File: src/rtl/io_terminal.sv
// io_terminal: 8N1 serial terminal behind the basic computer's INPR/OUTR, owning FGI/FGO and IRQ.
// Build option IO_TERMINAL_LOOPBACK_EN feeds the transmitter back into the receiver instead of rxd.
module io_terminal #(
  parameter int CLKS_PER_BIT = 16
) (
  input  logic       clk,
  input  logic       clr,
  input  logic       rxd,
  output logic       txd,
  output logic [7:0] inp_r,
  output logic       fgi,
  input  logic       inp_ack,
  input  logic [7:0] outr_data,
  input  logic       outr_ld,
  output logic       fgo,
  input  logic       ien,
  output logic       irq,
  output logic       rx_overrun
);
  localparam int CNT_W = $clog2(CLKS_PER_BIT);
  localparam logic [CNT_W-1:0] BIT_LAST  = CNT_W'(CLKS_PER_BIT - 1);
  localparam logic [CNT_W-1:0] HALF_LAST = CNT_W'(CLKS_PER_BIT / 2 - 1);

  typedef enum logic [1:0] {S_IDLE, S_START, S_DATA, S_STOP} state_t;

  logic             w_rx_src;
  logic             r_rx_s1, r_rx_s2;
  state_t           r_rx_state, w_rx_state_nxt;
  logic [CNT_W-1:0] r_rx_cnt, w_rx_cnt_nxt;
  logic [2:0]       r_rx_bit, w_rx_bit_nxt;
  logic [7:0]       r_rx_shift, w_rx_shift_nxt;
  logic             w_rx_valid;

  state_t           r_tx_state, w_tx_state_nxt;
  logic [CNT_W-1:0] r_tx_cnt, w_tx_cnt_nxt;
  logic [2:0]       r_tx_bit, w_tx_bit_nxt;
  logic [7:0]       r_tx_shift, w_tx_shift_nxt;
  logic             r_txd, w_txd_nxt;
  logic             w_tx_accept, w_tx_done;

  logic             r_fgi, r_fgo, r_irq, r_ovr;
  logic [7:0]       r_inp;

`ifdef IO_TERMINAL_LOOPBACK_EN
  // rxd stays referenced but has no effect on the receiver.
  assign w_rx_src = r_txd | (rxd & 1'b0);
`else
  assign w_rx_src = rxd;
`endif

  // Receive: synchronizer, then start/data/stop sampling at bit centres.
  always_comb begin
    w_rx_state_nxt = r_rx_state;
    w_rx_cnt_nxt   = r_rx_cnt + CNT_W'(1);
    w_rx_bit_nxt   = r_rx_bit;
    w_rx_shift_nxt = r_rx_shift;
    w_rx_valid     = 1'b0;
    case (r_rx_state)
      S_IDLE: begin
        w_rx_cnt_nxt = '0;
        if (!r_rx_s2) w_rx_state_nxt = S_START;
      end
      S_START: begin
        if (r_rx_cnt == HALF_LAST) begin
          w_rx_cnt_nxt   = '0;
          w_rx_bit_nxt   = '0;
          w_rx_state_nxt = r_rx_s2 ? S_IDLE : S_DATA;
        end
      end
      S_DATA: begin
        if (r_rx_cnt == BIT_LAST) begin
          w_rx_cnt_nxt   = '0;
          w_rx_shift_nxt = {r_rx_s2, r_rx_shift[7:1]};
          w_rx_bit_nxt   = r_rx_bit + 3'd1;
          if (r_rx_bit == 3'd7) w_rx_state_nxt = S_STOP;
        end
      end
      S_STOP: begin
        if (r_rx_cnt == BIT_LAST) begin
          w_rx_cnt_nxt   = '0;
          w_rx_valid     = r_rx_s2;
          w_rx_state_nxt = S_IDLE;
        end
      end
      default: w_rx_state_nxt = S_IDLE;
    endcase
  end

  always_ff @(posedge clk) begin
    if (clr) begin
      r_rx_s1    <= 1'b1;
      r_rx_s2    <= 1'b1;
      r_rx_state <= S_IDLE;
      r_rx_cnt   <= '0;
      r_rx_bit   <= '0;
    end else begin
      r_rx_s1    <= w_rx_src;
      r_rx_s2    <= r_rx_s1;
      r_rx_state <= w_rx_state_nxt;
      r_rx_cnt   <= w_rx_cnt_nxt;
      r_rx_bit   <= w_rx_bit_nxt;
    end
  end

  always_ff @(posedge clk) begin
    r_rx_shift <= w_rx_shift_nxt;
    r_tx_shift <= w_tx_shift_nxt;
  end

  // Transmit: txd is registered and drops on the same edge that accepts the load.
  always_comb begin
    w_tx_state_nxt = r_tx_state;
    w_tx_cnt_nxt   = r_tx_cnt + CNT_W'(1);
    w_tx_bit_nxt   = r_tx_bit;
    w_tx_shift_nxt = r_tx_shift;
    w_txd_nxt      = r_txd;
    w_tx_accept    = 1'b0;
    w_tx_done      = 1'b0;
    case (r_tx_state)
      S_IDLE: begin
        w_txd_nxt    = 1'b1;
        w_tx_cnt_nxt = '0;
        if (outr_ld && r_fgo) begin
          w_tx_accept    = 1'b1;
          w_tx_shift_nxt = outr_data;
          w_txd_nxt      = 1'b0;
          w_tx_state_nxt = S_START;
        end
      end
      S_START: begin
        if (r_tx_cnt == BIT_LAST) begin
          w_tx_cnt_nxt   = '0;
          w_tx_bit_nxt   = '0;
          w_txd_nxt      = r_tx_shift[0];
          w_tx_state_nxt = S_DATA;
        end
      end
      S_DATA: begin
        if (r_tx_cnt == BIT_LAST) begin
          w_tx_cnt_nxt   = '0;
          w_tx_bit_nxt   = r_tx_bit + 3'd1;
          w_tx_shift_nxt = {1'b1, r_tx_shift[7:1]};
          w_txd_nxt      = (r_tx_bit == 3'd7) ? 1'b1 : r_tx_shift[1];
          if (r_tx_bit == 3'd7) w_tx_state_nxt = S_STOP;
        end
      end
      S_STOP: begin
        if (r_tx_cnt == BIT_LAST) begin
          w_tx_cnt_nxt   = '0;
          w_tx_done      = 1'b1;
          w_txd_nxt      = 1'b1;
          w_tx_state_nxt = S_IDLE;
        end
      end
      default: w_tx_state_nxt = S_IDLE;
    endcase
  end

  always_ff @(posedge clk) begin
    if (clr) begin
      r_tx_state <= S_IDLE;
      r_tx_cnt   <= '0;
      r_tx_bit   <= '0;
      r_txd      <= 1'b1;
    end else begin
      r_tx_state <= w_tx_state_nxt;
      r_tx_cnt   <= w_tx_cnt_nxt;
      r_tx_bit   <= w_tx_bit_nxt;
      r_txd      <= w_txd_nxt;
    end
  end

  // CPU-facing flags; an ack coinciding with a new byte lets the byte through.
  always_ff @(posedge clk) begin
    if (clr) begin
      r_fgi <= 1'b0;
      r_fgo <= 1'b1;
      r_irq <= 1'b0;
      r_ovr <= 1'b0;
      r_inp <= 8'h00;
    end else begin
      r_irq <= ien & (r_fgi | r_fgo);
      if (w_rx_valid) begin
        if (!r_fgi || inp_ack) begin
          r_inp <= r_rx_shift;
          r_fgi <= 1'b1;
        end else begin
          r_ovr <= 1'b1;
        end
      end else if (inp_ack) begin
        r_fgi <= 1'b0;
      end
      if (w_tx_accept)    r_fgo <= 1'b0;
      else if (w_tx_done) r_fgo <= 1'b1;
    end
  end

  assign txd        = r_txd;
  assign inp_r      = r_inp;
  assign fgi        = r_fgi;
  assign fgo        = r_fgo;
  assign irq        = r_irq;
  assign rx_overrun = r_ovr;
endmodule

File: config.mk
export PLATFORM = sky130hd
export DESIGN_NAME = io_terminal
export DESIGN_NICKNAME = d
export VERILOG_FILES = /design/src/rtl/io_terminal.sv
export SDC_FILE = /design/constraint.sdc
export NUM_CORES = 1
export LEC_CHECK = 0
export CORE_AREA = 2 2 69 71
export CTS_CLUSTER_SIZE = 25
export DETAILED_ROUTE_END_ITERATION = 7
export DIE_AREA = 0 0 71 73
export PLACE_DENSITY = 0.72
export RECOVER_POWER = 100
export SLEW_MARGIN = 20
export SYNTH_ARGS = -nofsm -noshare
export SYNTH_HDL_FRONTEND = slang
export SYNTH_SLANG_ARGS = --single-unit
File: constraint.sdc
create_clock -name clk -period 2.6 [get_ports clk]
set_clock_uncertainty 0.15 [all_clocks]
set_input_delay 0.39 -clock clk [delete_from_list [all_inputs] [get_ports clk]]
set_output_delay 0.39 -clock clk [all_outputs]
set_load 0.01 [all_outputs]
==> impl_metrics.yaml, run 1 <==
status:
  status: "completed"
worst_setup_path:
  path_cells: "inv_1 > ha_1 > or3_1 > a221oi_1 > mux2i_1"
  start_kind: "flip-flop"
  critical_path_class: "reg -> reg"
  setup.worst_path.end_class: "flip-flop"
  arrival_ps: 2180
  cp_data_required_time_ps: 2690
  crit_fanout: 8
  slowest_stage: "or3_1"
  critPathMaxStageDelay_ps: 450
final_layout:
  stdcell_count: 280
  final_util_pct: 56.1
  nets: 250
  area_growth_pct: 17.1
  n_antenna_cell: 0
  final_layout_size_suffix_gt1_share_pct: 8.41
  fin_area_um2: 2540
yosys:
  syn_nets: 224
  synth_compound_area_share_pct: 10.3
  ys_warn_count: 0
  synth_top_family_by_area: "simple AND/OR/NAND/NOR gates"
  synth_edf_count: 16
  synthAdderAreaFrac_pct: 6.34
  syn_area_per_cell_um2: 10.9
  yosysUniqueCellTypes: 47
  synthSimpleGateAreaFrac_pct: 15.4
  synth_ff_type: "dfxtp_1"
  synth-xor-area-share_pct: 1.21
  synth_area_leaders: "dfxtp_1, edfxtp_1, mux2i_1, ha_1, nand2_1"
  ys_seq_area_share_pct: 52.5
  synthMuxAreaShare_pct: 10.5
  syn_inst: 199
  synth_area_leader_cell: "dfxtp_1"
  synth_area_um2: 2170
  synth_seq_cells: 49
  synthArstFlopShare_pct: 0
  synth_top_area_share_pct: 30.4
detailed_routing:
  antenna_left: 0
  drc: 0
  avgRoutedWirePerCell_um: 12.9
  wl_um: 3600
  via_count: 1497
  dr.first_iter.drc_count: 119
  vias_per_cell: 5.35
  dr.pass1.iters: 4
global_route:
  grt_pass1_vias: 1428
  grt.overflow.total: 0
  antenna_found_initial: 0
  grt_pass1_wl_um: 6270
  grt_usage_pct: 15.2
  grt_max_degree: 28
floorplan:
  dieWidth_um: 71
  ios: 27
  start_util_pct: 47.9
  die_h_um: 73
  core_area_um2: 4540
  rows: 25
  die-area_um2: 5180
pwr:
  vdd_drop_max_v: 0.000556
  p_per_area_nw_per_um2: 720
  p_leak_nw: 0.959
placed_design:
  place_congestion: 0.813
  place_area_um2: 2470
  placed_cells: 272
  io_buffers: 26
  dpl.hpwl_um: 2600
timing:
  min_period_ps: 2090
  fin_tns_setup_ps: 0
  finalSetupViolations: 0
  period_share_pct: 80.5
  worst_slew_margin_rel_pct: 48.0
  max_freq_mhz: 478
  hold_violations: 0
  slew_viol_final: 0
  rsz0062_at_grt: "false"
  worstMarginPinSlew_ps: 779
clocking:
  clockRootBuffer: "clkbuf_8"
  cts_setup_buffers: 0
  post_cts_resized: 0
  h-tree-depth: 2
  cts_buffers: 5
  cts.clk_slew.worst_paths_ps: 90
  clk_latency_ps: 300
  cts_hold_buf: 0
  cts_buffer_depth: 2
  cts.sinks: 49
  cts_tree: "done"
job:
  drv_cap: 0
min_path:
  hp-class: "reg -> reg"
==> stage by stage <==
step	hold slack, ps	worst slack (ps)	power, W
after global routing	289	343	0.00193
after CTS	274	608	0.00189
after floorplan	239	564	0.00130
after detailed placement	248	603	0.00144
after global placement	250	637	0.00143
final	271	507	0.00183
==> critical path, delay by kind of cell (launching register included) <==
kind	cells	cell delay (ps)
AND/OR/NAND/NOR	1	450
AO/OA/AOI/OAI	1	440
flip-flops	1	390
adder cells (fa/ha/maj)	1	290
multiplexers	1	220
buffers and inverters	1	90
==> report_power, final <==
part | switching, W | internal (W) | total (W)
registers | 0.0000515 | 0.000925 | 0.000977
logic | 0.000208 | 0.000187 | 0.000395
clock network | 0.000262 | 0.000197 | 0.000458
==> layout make-up <==
cell class | count | area (um^2)
Clock buffer | 5 | 68.8
Multi-Input combinational cell | 132 | 938
Fill cell | 420 | 1990
Clock inverter | 3 | 25.0
Inverter | 8 | 30.0
Sequential cell | 49 | 1140
Timing Repair Buffer | 29 | 272
Tap cell | 54 | 67.6
==> logic make-up after synthesis <==
kind of cell	count (synthesis)
buffers and inverters	18
and+or+nand+nor	67
adders and majority gates	11
xor gates and xnor gates	3
DFF	49
AOI/OAI and AO/OA	29
muxes	22
==> Yosys cell counts, drive strengths merged, types with 3 or more instances <==
cell and number:
nand2 26, a211oi 3, nand3 6, mux2 7, dfxtp 33, buf 4
clkbuf 5, ha 11, o21ai 5, mux2i 15, or2 3, nor2 13
a21oi 4, nor2b 5, edfxtp 16, inv 8
==> routing by layer <==
layer | routed length [um] | global-route usage, % | vias to the layer above
met5 | 0 | 0 | -
met4 | 48 | 5.87 | 0
met3 | 130 | 3.04 | 5
met2 | 1740 | 26.1 | 27
met1 | 1690 | 18.9 | 705
li1 | - | - | 760
==> path summary, 6_finish.rpt <==
kind	from	to	slack, ps	cells after the start
worst max-delay path	r_tx_state[0]	r_tx_state[1]	510	5
worst max register to register	r_tx_state[0]	r_tx_state[1]	510	5
worst min register to register	r_rx_s1	r_rx_s2	270	1
worst min-delay path	r_rx_s1	r_rx_s2	270	1
==> state kept, by name (all words and copies together) (netlist names), 2 cells and up, named ones only <==
register	flops
inp_r	8
r_tx_bit	3
r_tx_state	2
r_rx_cnt	4
r_tx_cnt	4
r_tx_shift	8
r_rx_shift	8
r_rx_bit	3
==> placed cells by master (no fill, tap or decap), types with 7 or more instances in the layout <==
master / count
nor2_1: 13
clkdlybuf4s50_1: 12
ha_1: 11
dlygate4sd3_1: 14
mux2i_1: 15
mux2_2: 7
nand2_1: 26
inv_1: 8
dfxtp_1: 33
edfxtp_1: 16
(Power assumes the default switching activity.)
==> run 2, diff against run 1 <==
--- a/config.mk
+++ b/config.mk
@@ -5,11 +5,11 @@
 export SDC_FILE = /design/constraint.sdc
 export NUM_CORES = 1
 export LEC_CHECK = 0
-export CORE_AREA = 2 2 69 71
+export CORE_AREA = 2 2 70 72
 export CTS_CLUSTER_SIZE = 25
 export DETAILED_ROUTE_END_ITERATION = 7
-export DIE_AREA = 0 0 71 73
-export PLACE_DENSITY = 0.72
+export DIE_AREA = 0 0 72 74
+export PLACE_DENSITY = 0.73
 export RECOVER_POWER = 100
 export SLEW_MARGIN = 20
 export SYNTH_ARGS = -nofsm -noshare
==> constraint.sdc (replaced) <==
create_clock -name clk -period 1.9 [get_ports clk]
set_clock_uncertainty 0.15 [all_clocks]
set_input_delay 0.285 -clock clk [delete_from_list [all_inputs] [get_ports clk]]
set_output_delay 0.285 -clock clk [all_outputs]
set_load 0.01 [all_outputs]
==> run 2 against run 1 <==
  * Setup slack got worse by 470 ps
  * First-iteration DRC count decreased by 32%
  * Routed wire length is 14% higher
  * Clock power increased by 30%
==> impl_metrics.yaml, run 2 (synthesized netlist as in run 1, its figures left out) <==
status:
  status: "completed"
timing:
  fin_tns_setup_ps: 0
  period_share_pct: 98.1
  min_period_ps: 1860
  finalSetupViolations: 0
  hold_violations: 0
  slew_viol_final: 0
  worstMarginPinSlew_ps: 550
  max_freq_mhz: 537
  worst_slew_margin_rel_pct: 63.3
worst_setup_path:
  rrSetupSlack_ps: 40
  crit_fanout: 4
  startpoint: "r_tx_state[1]"
  setup.worst_path.end_class: "flip-flop"
  cp_data_required_time_ps: 1950
  r2r_start: "r_tx_state[1]"
  critical_path_class: "reg -> reg"
  arrival_ps: 1910
  start_kind: "flip-flop"
final_layout:
  layout_common_cells: "dfxtp_1, nand2_1, clkdlybuf4s50_1"
  final_common_cell: "dfxtp_1"
  nets: 258
  fin_area_um2: 2650
  area_growth_pct: 21.8
  n_antenna_cell: 0
  final_layout_size_suffix_gt1_share_pct: 15.4
detailed_routing:
  dr.pass1.iters: 4
  wl_um: 4110
  antenna_left: 0
  via_count: 1554
  vias_per_cell: 5.40
  drc: 0
  dr.first_iter.drc_count: 81
  avgRoutedWirePerCell_um: 14.3
clocking:
  clockRootBuffer: "clkbuf_8"
  cts_buffer_depth: 2
  cts_buffers: 5
  h-tree-depth: 2
  cts.sinks: 49
  cts_setup_buffers: 0
  cts_tree: "done"
  clk_latency_ps: 300
  cts.clk_slew.worst_paths_ps: 90
  cts_hold_buf: 0
placed_design:
  io_buffers: 26
  dpl.hpwl_um: 2910
  place_congestion: 0.782
  place_area_um2: 2530
global_route:
  antenna_found_initial: 0
  grt_pass1_wl_um: 7000
  grt_usage_pct: 17.0
  grt_max_degree: 28
  grt.overflow.total: 0
  grt_pass1_vias: 1511
min_path:
  hp-class: "reg -> reg"
  hold_start: "r_rx_s1"
job:
  drv_cap: 0
pwr:
  vdd_drop_max_v: 0.000783
  total_power_w: 0.00262
  p_leak_nw: 0.987
  p_per_area_nw_per_um2: 989
floorplan:
  dieWidth_um: 72
  start_util_pct: 47.2
  die-area_um2: 5330
  ios: 27
  rows: 25
  die_h_um: 74
  core_area_um2: 4600
==> run 2: layer usage <==
layer	track usage [%]	share of wire (%)	vias up
met4	6.29	1.5	0
met1	20.6	44	745
met2	30.1	51	23
met5	0	0	-
met3	3.66	3.2	7
li1	-	-	779
==> run 2: layout make-up <==
cell class / instances / area (um^2)
Timing Repair Buffer: 37 / 333
Tap cell: 54 / 67.6
Inverter: 8 / 30.0
Multi-Input combinational cell: 132 / 983
Clock buffer: 5 / 68.8
Sequential cell: 49 / 1150
Clock inverter: 3 / 17.5
Fill cell: 400 / 1950
==> run 2: timing repair <==
action / in CTS / in global routing
gates cloned: 0 / 0
endpoints found under the setup margin: 10 / 18
pin swaps: 0 / 3
resized for setup: 3 / 6
==> run 2: path summary, 6_finish.rpt <==
| path | end | cells after the start |
|---|---|---|
| worst max register to register | r_tx_state[0] | 5 |
| worst max-delay path | r_tx_state[0] | 5 |
| worst min-delay path | r_rx_s2 | 1 |
| worst min register to register | r_rx_s2 | 1 |
==> run 2: power breakdown <==
group | leakage (nW) | internal [W] | switching, W | total (W)
logic | 0.524 | 0.000316 | 0.000348 | 0.000664
clock network | 0.0455 | 0.000255 | 0.000342 | 0.000597
registers | 0.417 | 0.00127 | 0.0000809 | 0.00136
total | 0.987 | 0.00184 | 0.000771 | 0.00262
==> run 2: metrics by stage <==
step	utilization (%)	setup slack [ps]	std cells	hold WS, ps
2_1_floorplan	-	9.38	199	239
3_3_place_gp	55.1	6.75	280	244
3_5_place_dp	55.1	-57.9	280	249
4_1_cts	57.3	2.68	288	271
5_1_grt	57.6	-0.116	288	308
6_report	57.6	36.9	288	269
==> run 2: critical path, stage by stage (launching register included) <==
cell      delay, ps
dfxtp_4         380
inv_1            80
ha_1            230
or3_4           370
a2111o_1        420
o211a_1         130
